<file path="config.mk">
export PLATFORM = sky130hd
export DESIGN_NAME = rll_key_loader
export DESIGN_NICKNAME = d
export VERILOG_FILES = /design/src/rtl/rll_key_loader.sv
export SDC_FILE = /design/constraint.sdc
export NUM_CORES = 1
export LEC_CHECK = 0
export ABC_AREA = 1
export CAP_MARGIN = 5
export CORE_MARGIN = 2
export CORE_UTILIZATION = 50
export DETAILED_ROUTE_END_ITERATION = 10
export GPL_ROUTABILITY_DRIVEN = 0
export GPL_TIMING_DRIVEN = 0
export PLACE_DENSITY_LB_ADDON = 0.05
export SLEW_MARGIN = 20
export SYNTH_ARGS = -nofsm -noshare
export SYNTH_HDL_FRONTEND = slang
export SYNTH_SLANG_ARGS = --single-unit
export TNS_END_PERCENT = 1
</file>
<file path="constraint.sdc">
create_clock -name clk -period 1.74 [get_ports clk]
set_input_delay 0.348 -clock clk [delete_from_list [all_inputs] [get_ports clk]]
set_output_delay 0.348 -clock clk [all_outputs]
set_load 0.05 [all_outputs]
</file>
<file path="src/rtl/rll_key_loader.sv">
// Chunked key loader for RLL-locked cores: shifts in key chunks, verifies an
// XOR-fold check word, then drives the verified key; sticky lockout on repeated failures.
module rll_key_loader #(
   parameter int KEY_WIDTH   = 32,
   parameter int CHUNK_WIDTH = 8,
   parameter int MAX_FAIL    = 3
) (
   input  logic                          clk,
   input  logic                          rst_n,
   input  logic                          load_start,
   input  logic                          chunk_valid,
   input  logic [CHUNK_WIDTH-1:0]        chunk_data,
   output logic                          chunk_ready,
   input  logic                          check_valid,
   input  logic [CHUNK_WIDTH-1:0]        check_data,
   output logic [KEY_WIDTH-1:0]          key_out,
   output logic                          key_armed,
   output logic                          lockout,
   output logic [$clog2(MAX_FAIL+1)-1:0] fail_count,
   output logic                          busy
);
   localparam int NCHUNK = KEY_WIDTH / CHUNK_WIDTH;
   localparam int CNTW   = $clog2(NCHUNK + 1);
   localparam int FCW    = $clog2(MAX_FAIL + 1);

   typedef enum logic [2:0] {S_IDLE, S_LOAD, S_WAIT, S_ARMED, S_LOCK} state_t;

   state_t                 state;
   logic [KEY_WIDTH-1:0]   shadow;
   logic [CNTW-1:0]        count;
   logic [CHUNK_WIDTH-1:0] fold;
   logic [FCW-1:0]         fail_inc;

   always_comb begin
      fold = '0;
      for (int i = 0; i < NCHUNK; i++)
         fold = fold ^ shadow[i*CHUNK_WIDTH +: CHUNK_WIDTH];
   end

   assign fail_inc    = fail_count + 1'b1;
   // load_start masks ready so a chunk coincident with a restart is never taken
   assign chunk_ready = (state == S_LOAD) && (count < CNTW'(NCHUNK)) && !load_start;
   assign busy        = (state == S_LOAD) || (state == S_WAIT);

   always_ff @(posedge clk or negedge rst_n) begin
      if (!rst_n) begin
         state      <= S_IDLE;
         shadow     <= '0;
         count      <= '0;
         key_out    <= '0;
         key_armed  <= 1'b0;
         lockout    <= 1'b0;
         fail_count <= '0;
      end else begin
         case (state)
            S_IDLE, S_ARMED: begin
               if (load_start) begin
                  shadow    <= '0;
                  count     <= '0;
                  key_out   <= '0;
                  key_armed <= 1'b0;
                  state     <= S_LOAD;
               end
            end
            S_LOAD: begin
               if (load_start) begin
                  shadow <= '0;
                  count  <= '0;
               end else if (chunk_valid && chunk_ready) begin
                  shadow <= {shadow[KEY_WIDTH-CHUNK_WIDTH-1:0], chunk_data};
                  count  <= count + 1'b1;
                  if (count == CNTW'(NCHUNK - 1))
                     state <= S_WAIT;
               end
            end
            S_WAIT: begin
               if (load_start) begin
                  shadow <= '0;
                  count  <= '0;
                  state  <= S_LOAD;
               end else if (check_valid) begin
                  if (fold == check_data) begin
                     key_out    <= shadow;
                     key_armed  <= 1'b1;
                     fail_count <= '0;
                     state      <= S_ARMED;
                  end else begin
                     shadow     <= '0;
                     fail_count <= fail_inc;
                     if (fail_inc == FCW'(MAX_FAIL)) begin
                        lockout <= 1'b1;
                        key_out <= '0;
                        state   <= S_LOCK;
                     end else begin
                        state   <= S_IDLE;
                     end
                  end
               end
            end
            S_LOCK: begin
               key_out   <= '0;
               key_armed <= 1'b0;
            end
            default: state <= S_IDLE;
         endcase
      end
   end
endmodule

</file>
Word level (Yosys, flattened, before mapping):

Cells that the tools add are included.

* register bits: 74
* bits in latches: 0
* memory bits (writable): 0
* ROM bits: 0
* input bits: 21
* output and inout bits: 38
* logic and storage cells: 84
* memories: 0

* add/sub/neg operators: 2
* multipliers: 0
* div/mod/pow operators: 0
* $lt $le $gt $ge: 1
* eq/ne operators: 19
* shifts and indexed selects: 0
* muxes and demuxes: 31
* bitwise logic cells: 6
* reductions and logical operators: 18

Operators with widths (number)
* $mux 32: 10
* $pmux 32 s3: 2
* $mux 3: 11
* $xor 8x8->8: 3
* $reduce_and 5->1: 4
* $pmux 3 s4: 1
* $eq 3x2->1 const B: 3
* $eq 8x8->1: 1
* $ne 2x1->1 const B: 4
* $ne 2x2->1 const B: 4
* $ne 3x3->1 const B: 2
* $pmux 3 s2: 1
* $reduce_and 3->1: 2
* $reduce_and 6->1: 1
* $reduce_bool 3->1: 2
* $mux 1: 4
* $add 3x1->3 const B: 1
* $eq 3x1->1 const B: 1
* $eq 3x3->1 const B: 1
* $logic_and 1x1->1: 3
* $logic_not 3->1: 1
* $lt 3x3->1 const B: 1
* $ne 3x1->1 const B: 1
* $ne 3x2->1 const B: 1
* 10 further kinds: 12

Depth between registers and ports, before layout:

Gate-level depths: netlist of the first run.

* depth after elaboration: 8
* gate-level depth with buffers: 16
* depth with buffers taken out: 15

Least setup slack after synthesis of the first run:

OpenSTA, ideal clock, no wires.

* path kind: reg2reg
* from: register state[2]
* to: register shadow[10]
* library setup time: 0.117 ns
* arrival: 1.743 ns
* required time: 1.623 ns
* setup slack: -0.119 ns
* stages on the path, launching flop included: 12
* path buffers: 1
* clock period less this slack: 1.859 ns
* cells stage by stage: dfrtp_1 -> nor2_1 -> nand2_2 -> nor2_4 -> nand2_2 -> inv_2 -> nor2_2 -> nor2_8 -> nand2_4 -> buf_6 -> nand2_1 -> nand2_1

* longest elaborated chain between the ends: 6
* elaborated cells on any way between the ends: 15
* classes of those cells: eq/ne: 7; mux: 1; reduce/logical: 7

RTL lines
* start: declaration: RTL line 28 `state_t state;`
* start signal: assignment: RTL line 47 `state <= S_IDLE;`
* start signal: assignment: RTL line 62 `state <= S_LOAD;`
* start signal: assignment: RTL line 73 `state <= S_WAIT;`
* $eq 3x1->1: RTL line 42 `assign chunk_ready = (state == S_LOAD) && (count < CNTW'(NCHUNK)) && !load_start;`
* $logic_and 1x1->1 (2 in series): RTL line 42
* named net chunk_ready: RTL line 13 `output logic chunk_ready,`
* $logic_and 1x1->1: RTL line 69 `end else if (chunk_valid && chunk_ready) begin`
* $ne 3x2->1 (no source line)
* $reduce_and 5->1 (no source line)
* end signal: assignment: RTL line 70 `shadow <= {shadow[KEY_WIDTH-CHUNK_WIDTH-1:0], chunk_data};`
* end: declaration: RTL line 29 `logic [KEY_WIDTH-1:0] shadow;`

The timed path passes the listed nets, and every way through them passes these cells.
A chain may end at the register's enable or synchronous reset.

Worst setup path after layout of the first run:

* from: register shadow[5]
* to: register shadow[5]

* longest elaborated chain between the ends: 6

RTL lines
* $xor 8x8->8 (3 in series): RTL line 37 `fold = fold ^ shadow[i*CHUNK_WIDTH +: CHUNK_WIDTH];`
* $eq 8x8->1: RTL line 82 `if (fold == check_data) begin`
* $ne 3x3->1 (no source line)
* $reduce_and 5->1 (no source line)

No other way between the ends.

==> impl_metrics.env, run 1 <==
export IMPL_status="finished with violations"
export IMPL_failed_checks="negative setup slack"
export IMPL_die_width_um=92.69
export IMPL_worstPathRequired_ns=2.02
export IMPL_ant_nets=0
export IMPL_detail_route_wl_per_cell_um=14.00
export IMPL_vdd_drop_max_v=0.0004210
export IMPL_dr_pass1_iters=6
export IMPL_die_area_um2=8591
export IMPL_critPathMostFrequentCell="nand2_2"
export IMPL_m1WireLength_um=4441
export IMPL_rsz0062_at_grt="true"
export IMPL_n_antenna_cell=0
export IMPL_die_h_um=92.69
export IMPL_syn_cell_area_um2=3933
export IMPL_coreArea_um2=7687
export IMPL_drtIter0Drc=283
export IMPL_holdCritPathClass="register to register"
export IMPL_layout_setup_ws_ns=-0.2210
export IMPL_via_per_inst=5.000
export IMPL_crit_chain="xor2_4 -> inv_1 -> nand2_1 -> nand2_2 -> nor2_4 -> nand2_2 -> nor2_4 -> buf_6 -> nand2_8 -> nand2_8 -> clkbuf_16 -> nand2_2 -> nand2_1"
export IMPL_cts_tree="done"
export IMPL_syn_avg_cell_area_um2=7.242
export IMPL_power_leakage_nw=2.946
export IMPL_grt_start_max_net_pins=45
export IMPL_utilization=0.6914
export IMPL_yosys_warnings=0
export IMPL_hold_viol_final=0
export IMPL_ioPinCount=59
export IMPL_final_setup_viol_count=66
export IMPL_max_cap_violations=0
export IMPL_area_growth_pct=35.16
export IMPL_grt_pass1_wl_um=16320
export IMPL_wirelength_um=10400
export IMPL_maxUsedRoutingLayer="met4"
export IMPL_setup_tns_ns=-9.836
export IMPL_cp_end_kind="register"
export IMPL_rows=32
export IMPL_grt_antenna_before_repair=0
export IMPL_finalCritPeriodShare=1.127
export IMPL_worst_clock_skew_ns=0.01149
export IMPL_yosysSeqAreaShare=0.4709
export IMPL_r2r_slack_ns=-0.22
export IMPL_clock_path_buffers=2
export IMPL_crit_fanout=8
export IMPL_fmax_mhz=509.9
export IMPL_cts_buffers_inserted=9
export IMPL_initial_core_util=0.5116
export IMPL_slew_headroom=0.6668
export IMPL_crit_slowest_cell="dfrtp_1"
export IMPL_wl_met2_um=5073
export IMPL_routed_wl_met3_um=639
export IMPL_min_delay_path_depth=2
export IMPL_netlist_instances=543
export IMPL_power_total_mw=3.376
export IMPL_syn_num_nets=567
export IMPL_power_density_nw_per_um2=635.1
export IMPL_insertion_delay_ns=0.34
export IMPL_dp_hpwl_um=6900
export IMPL_port_buffers=58
export IMPL_vias=3715
export IMPL_arrival_ns=2.24
export IMPL_slowest_delay_ns=0.46
export IMPL_slew_violations=0
export IMPL_grt_total_usage=0.2425
export IMPL_drive_above_1_share=0.2012
export IMPL_crit_type="register to register"
export IMPL_cts_sink_count=74
export IMPL_hold_ws_ns=0.4695
export IMPL_ys_seq_elements=74
export IMPL_htree_levels=3
export IMPL_clockRootBuffer="clkbuf_8"
export IMPL_reg2regPathDepth=13
export IMPL_grt_pass1_vias=3516
export IMPL_tightest_slew_ns=0.5017
export IMPL_nets=660
export IMPL_fillCellCount=649
export IMPL_fin_crit_ns=1.961
export IMPL_post_route_drc_count=0
export IMPL_synthDistinctLibCells=25
export IMPL_clk_pin_slew_ns=0.08
export IMPL_cp_start_kind="register"
export IMPL_overflow=0
==> registers in the layout, indices dropped and copies added, names as in the netlist <==
signal and flops:
count 3, state 3, key_armed 1, fail_count 2, shadow 32, lockout 1, key_out 32
==> stage by stage <==
step	std cells	instance area, µm²	setup WS, ns
after floorplan	543	3951	-0.02567
after global placement	703	4659	-2.521
after detailed placement	704	4684	-0.6882
after CTS	725	5001	-0.09109
after global routing	743	5315	-0.3874
final	743	5315	-0.2210
==> power breakdown <==
part | total [mW] | internal [mW] | switching, mW
Combinational | 0.166 | 0.0714 | 0.0943
Sequential | 1.73 | 1.72 | 0.00437
Clock | 1.48 | 0.843 | 0.640
==> synthesized netlist by cell type (all sizes together) <==
cell	instances	area, µm²
nand2	252	980.9
nor3	1	5.000
ha	3	37.54
a21oi	3	15.01
clkbuf	3	11.26
xnor2	4	35.03
nor2	50	241.5
xor2	4	35.03
buf	15	112.6
dfrtp	74	1852
a32oi	1	8.760
inv	72	270.3
o22ai	1	6.260
o21ai	9	45.04
o2111ai	1	8.760
mux2i	1	10.01
nand3	44	220.2
nand3b	5	37.54
==> worst paths after layout <==
kind	startpoint	end
hold / removal	lockout	lockout
min in group asynchronous	rst_n	key_out[26]
setup reg to reg	shadow[5]	shadow[5]
hold reg to reg	lockout	lockout
setup / recovery	shadow[5]	shadow[5]
max in group asynchronous	rst_n	shadow[13]
==> what timing repair did <==
| action | in CTS | in global routing |
|---|---|---|
| gates cloned | 0 | 6 |
| gates resized for setup | 85 | 49 |
| hold buffers | 1 | 0 |
| endpoints found under the hold margin | 30 | 0 |
| endpoints found under the setup margin | 104 | 69 |
| setup buffers | 4 | 12 |
| pin swaps | 6 | 26 |
==> layout make-up <==
class	instances	area, µm²	share of cell area
Multi-Input combinational cell	379	1877	0.3531
Sequential cell	74	1863	0.3505
Timing Repair Buffer	82	794.5	0.1495
Inverter	72	270.3	0.05085
Buffer	18	163.9	0.03084
Clock buffer	11	141.4	0.02660
Tap cell	102	127.6	0.02401
Clock inverter	5	77.57	0.01460
==> critical path: cells and delay by family, from the launching register on <==
kind / cells / cell delay [ns]
xor gates and xnor gates: 1 / 0.23
and+or+nand+nor: 9 / 0.84
DFF: 1 / 0.46
buffers and inverters: 3 / 0.37
==> layer usage <==
| metal | vias to the layer above | GRT usage |
|---|---|---|
| met5 | - | 0 |
| met4 | 0 | 0.09436 |
| met1 | 1744 | 0.3276 |
| met2 | 133 | 0.3942 |
| li1 | 1817 | - |
| met3 | 21 | 0.03906 |
==> cell families (layout without fill, tap and decap cells) <==
| kind of cell | count (synthesis) | in the layout | share of synthesized area |
|---|---|---|---|
| buffers and inverters | 90 | 188 | 0.1002 |
| AND/OR/NAND/NOR | 352 | 352 | 0.3777 |
| adder cells (fa/ha/maj) | 3 | 3 | 0.009546 |
| XOR/XNOR | 8 | 8 | 0.01782 |
| flip-flops | 74 | 74 | 0.4709 |
| AO/OA/AOI/OAI | 15 | 15 | 0.02132 |
| multiplexers | 1 | 1 | 0.002545 |
==> placed cells by master (no fill, tap or decap), types with 16 or more instances in the layout <==
master and instances:
dfrtp_1 65, nand2_2 28, nor2_1 38, nand3_1 44
nand2_1 217, clkdlybuf4s50_1 18, inv_1 62, buf_6 16
dlygate4sd2_1 37, buf_4 18
Power figures use the tool's default switching activity.
==> inputs of run 2 (changes only) <==
==> constraint.sdc (replaced) <==
create_clock -name clk -period 2.35 [get_ports clk]
set_input_delay 0.47 -clock clk [delete_from_list [all_inputs] [get_ports clk]]
set_output_delay 0.47 -clock clk [all_outputs]
set_load 0.05 [all_outputs]
==> run 2 against run 1 <==
Against the previous run: the run now ends clean; hold slack got worse by 0.40 ns; sequential power decreased by 26%; final cell count decreased by 3.1%; combinational power decreased by 31%; via count decreased by 4.8%; die area unchanged; largest cell class is now sequential cells.
==> impl_metrics.env, run 2 (synthesized netlist as in run 1, its figures left out) <==
export IMPL_post_route_drc_count=0
export IMPL_clockRootBuffer="clkbuf_8"
export IMPL_grt_pass1_wl_um=15920
export IMPL_die_area_um2=8591
export IMPL_drive_above_1_share=0.08576
export IMPL_clk_pin_slew_ns=0.08
export IMPL_cts_sink_count=74
export IMPL_holdBufCountCts=0
export IMPL_overflow=0
export IMPL_initial_core_util=0.5116
export IMPL_cts_buffers_inserted=9
export IMPL_n_antenna_cell=0
export IMPL_r2r_end="key_out[4]"
export IMPL_p_seq_frac=0.501
export IMPL_final_setup_viol_count=0
export IMPL_cp_end_kind="output port"
export IMPL_worstPathRequired_ns=1.88
export IMPL_fin_crit_ns=2.195
export IMPL_power_leakage_nw=2.637
export IMPL_dr_pass1_iters=4
export IMPL_cts_setup_buffers=0
export IMPL_nets=637
export IMPL_power_density_nw_per_um2=521.8
export IMPL_hold_ws_ns=0.07105
export IMPL_die_width_um=92.69
export IMPL_grt_antenna_before_repair=0
export IMPL_detail_route_wl_per_cell_um=12.71
export IMPL_slew_violations=0
export IMPL_grt_total_usage=0.2361
export IMPL_drtIter0Drc=179
export IMPL_crit_fanout=7
export IMPL_tightest_slew_ns=0.4974
export IMPL_status="completed"
export IMPL_place_area_um2=4658
export IMPL_layout_setup_ws_ns=0.1546
export IMPL_insertion_delay_ns=0.35
export IMPL_area_growth_pct=24.31
export IMPL_grt_pass1_vias=3345
export IMPL_p_switching_uw=563.9
export IMPL_ioPinCount=59
export IMPL_rows=32
export IMPL_slowest_delay_ns=0.45
export IMPL_rsz0062_at_grt="false"
export IMPL_switching_share=0.2211
export IMPL_slew_headroom=0.6674
export IMPL_finalCritPeriodShare=0.9342
export IMPL_htree_levels=3
export IMPL_arrival_ns=1.73
export IMPL_cts_tree="done"
export IMPL_power_share_clock=0.454
export IMPL_cp_start_kind="input pin"
export IMPL_p_comb_frac=0.045
export IMPL_wirelength_um=9153
export IMPL_port_buffers=58
export IMPL_die_h_um=92.69
export IMPL_crit_chain="clkdlybuf4s50_1 -> nor2_1 -> nand2_2 -> nor2_4 -> buf_2"
export IMPL_holdCritPathClass="input pin to asynchronous set/reset pin"
export IMPL_worst_clock_skew_ns=0.009650
export IMPL_vdd_drop_max_v=0.0002860
export IMPL_r2r_slack_ns=0.24
export IMPL_fmax_mhz=455.5
export IMPL_final_area_um2=4888
export IMPL_top_regs="key_out (32), shadow (32)"
export IMPL_crit_slowest_cell="clkdlybuf4s50_1"
export IMPL_utilization=0.6359
export IMPL_rr_startpoint="shadow[5]"
export IMPL_grt_start_max_net_pins=40
export IMPL_clock_path_buffers=2
export IMPL_crit_type="input pin to output port"
export IMPL_hold_viol_final=0
export IMPL_ant_nets=0
export IMPL_max_cap_violations=0
export IMPL_via_per_inst=4.910
export IMPL_mostFrequentLayoutCells="244 x nand2_1, 74 x dfrtp_1, 69 x inv_1"
export IMPL_power_total_mw=2.551
export IMPL_vias=3535
export IMPL_pre_cts_ws_ns=-0.3926
export IMPL_p_int_mw=1.987
export IMPL_coreArea_um2=7687
export IMPL_final_common_cell="nand2_1"
export IMPL_dp_hpwl_um=6707
export IMPL_reg2regPathDepth=13
## run 2: worst max-delay path by stage
stage	from	to	slack (ns)	cells after the start
final	load_start	chunk_ready	0.15	5
after CTS	load_start	chunk_ready	0.04	5
after detailed placement	load_start	chunk_ready	-0.39	5
after global placement	rst_n	key_out[7]	-1.76	1
after floorplan	load_start	shadow[10]	0.46	11
after global routing	shadow[5]	key_out[26]	0.01	13
## run 2: per-stage QoR
step	TNS [ns]	std cells
floorplan	0	543
CTS	0	720
global placement	-131.62	703
global route	0	720
detailed placement	-1.864	704
finish	0	720
## run 2: power by group through the flow
stage	sequential (mW)	clock, mW	combinational [mW]
3_5_place_dp	1.30	0	0.116
3_3_place_gp	1.30	0	0.110
6_report	1.28	1.16	0.114
5_1_grt	1.28	1.24	0.129
2_1_floorplan	1.31	0	0.0329
4_1_cts	1.28	1.19	0.117
## run 2: final cells by class
type	instances	area, µm²
inverter	72	270.3
timing repair buffer	59	591.8
fill	734	2799
sequential	74	1852
tap	102	127.6
multi-input combinational	379	1687
clock inverter	5	85.08
clock buffer	11	151.4
buffer	18	123.9
## run 2: critical path: cells and delay by family
| family | cells | cell delay, ns |
|---|---|---|
| buffers and inverters | 2 | 0.72 |
| and+or+nand+nor | 3 | 0.54 |
## run 2: what timing repair did
item	4_1_cts	5_1_grt
resized for setup	4	2
cloned	0	0
setup endpoints to repair	2	1
## run 2: per-layer routing
layer,global-route usage,wire [µm],vias up
li1,-,-,1777
met1,0.3149,4149,1654
met2,0.3863,4362,84
met3,0.03173,376,20
met4,0.1054,264,0
met5,0,0,-
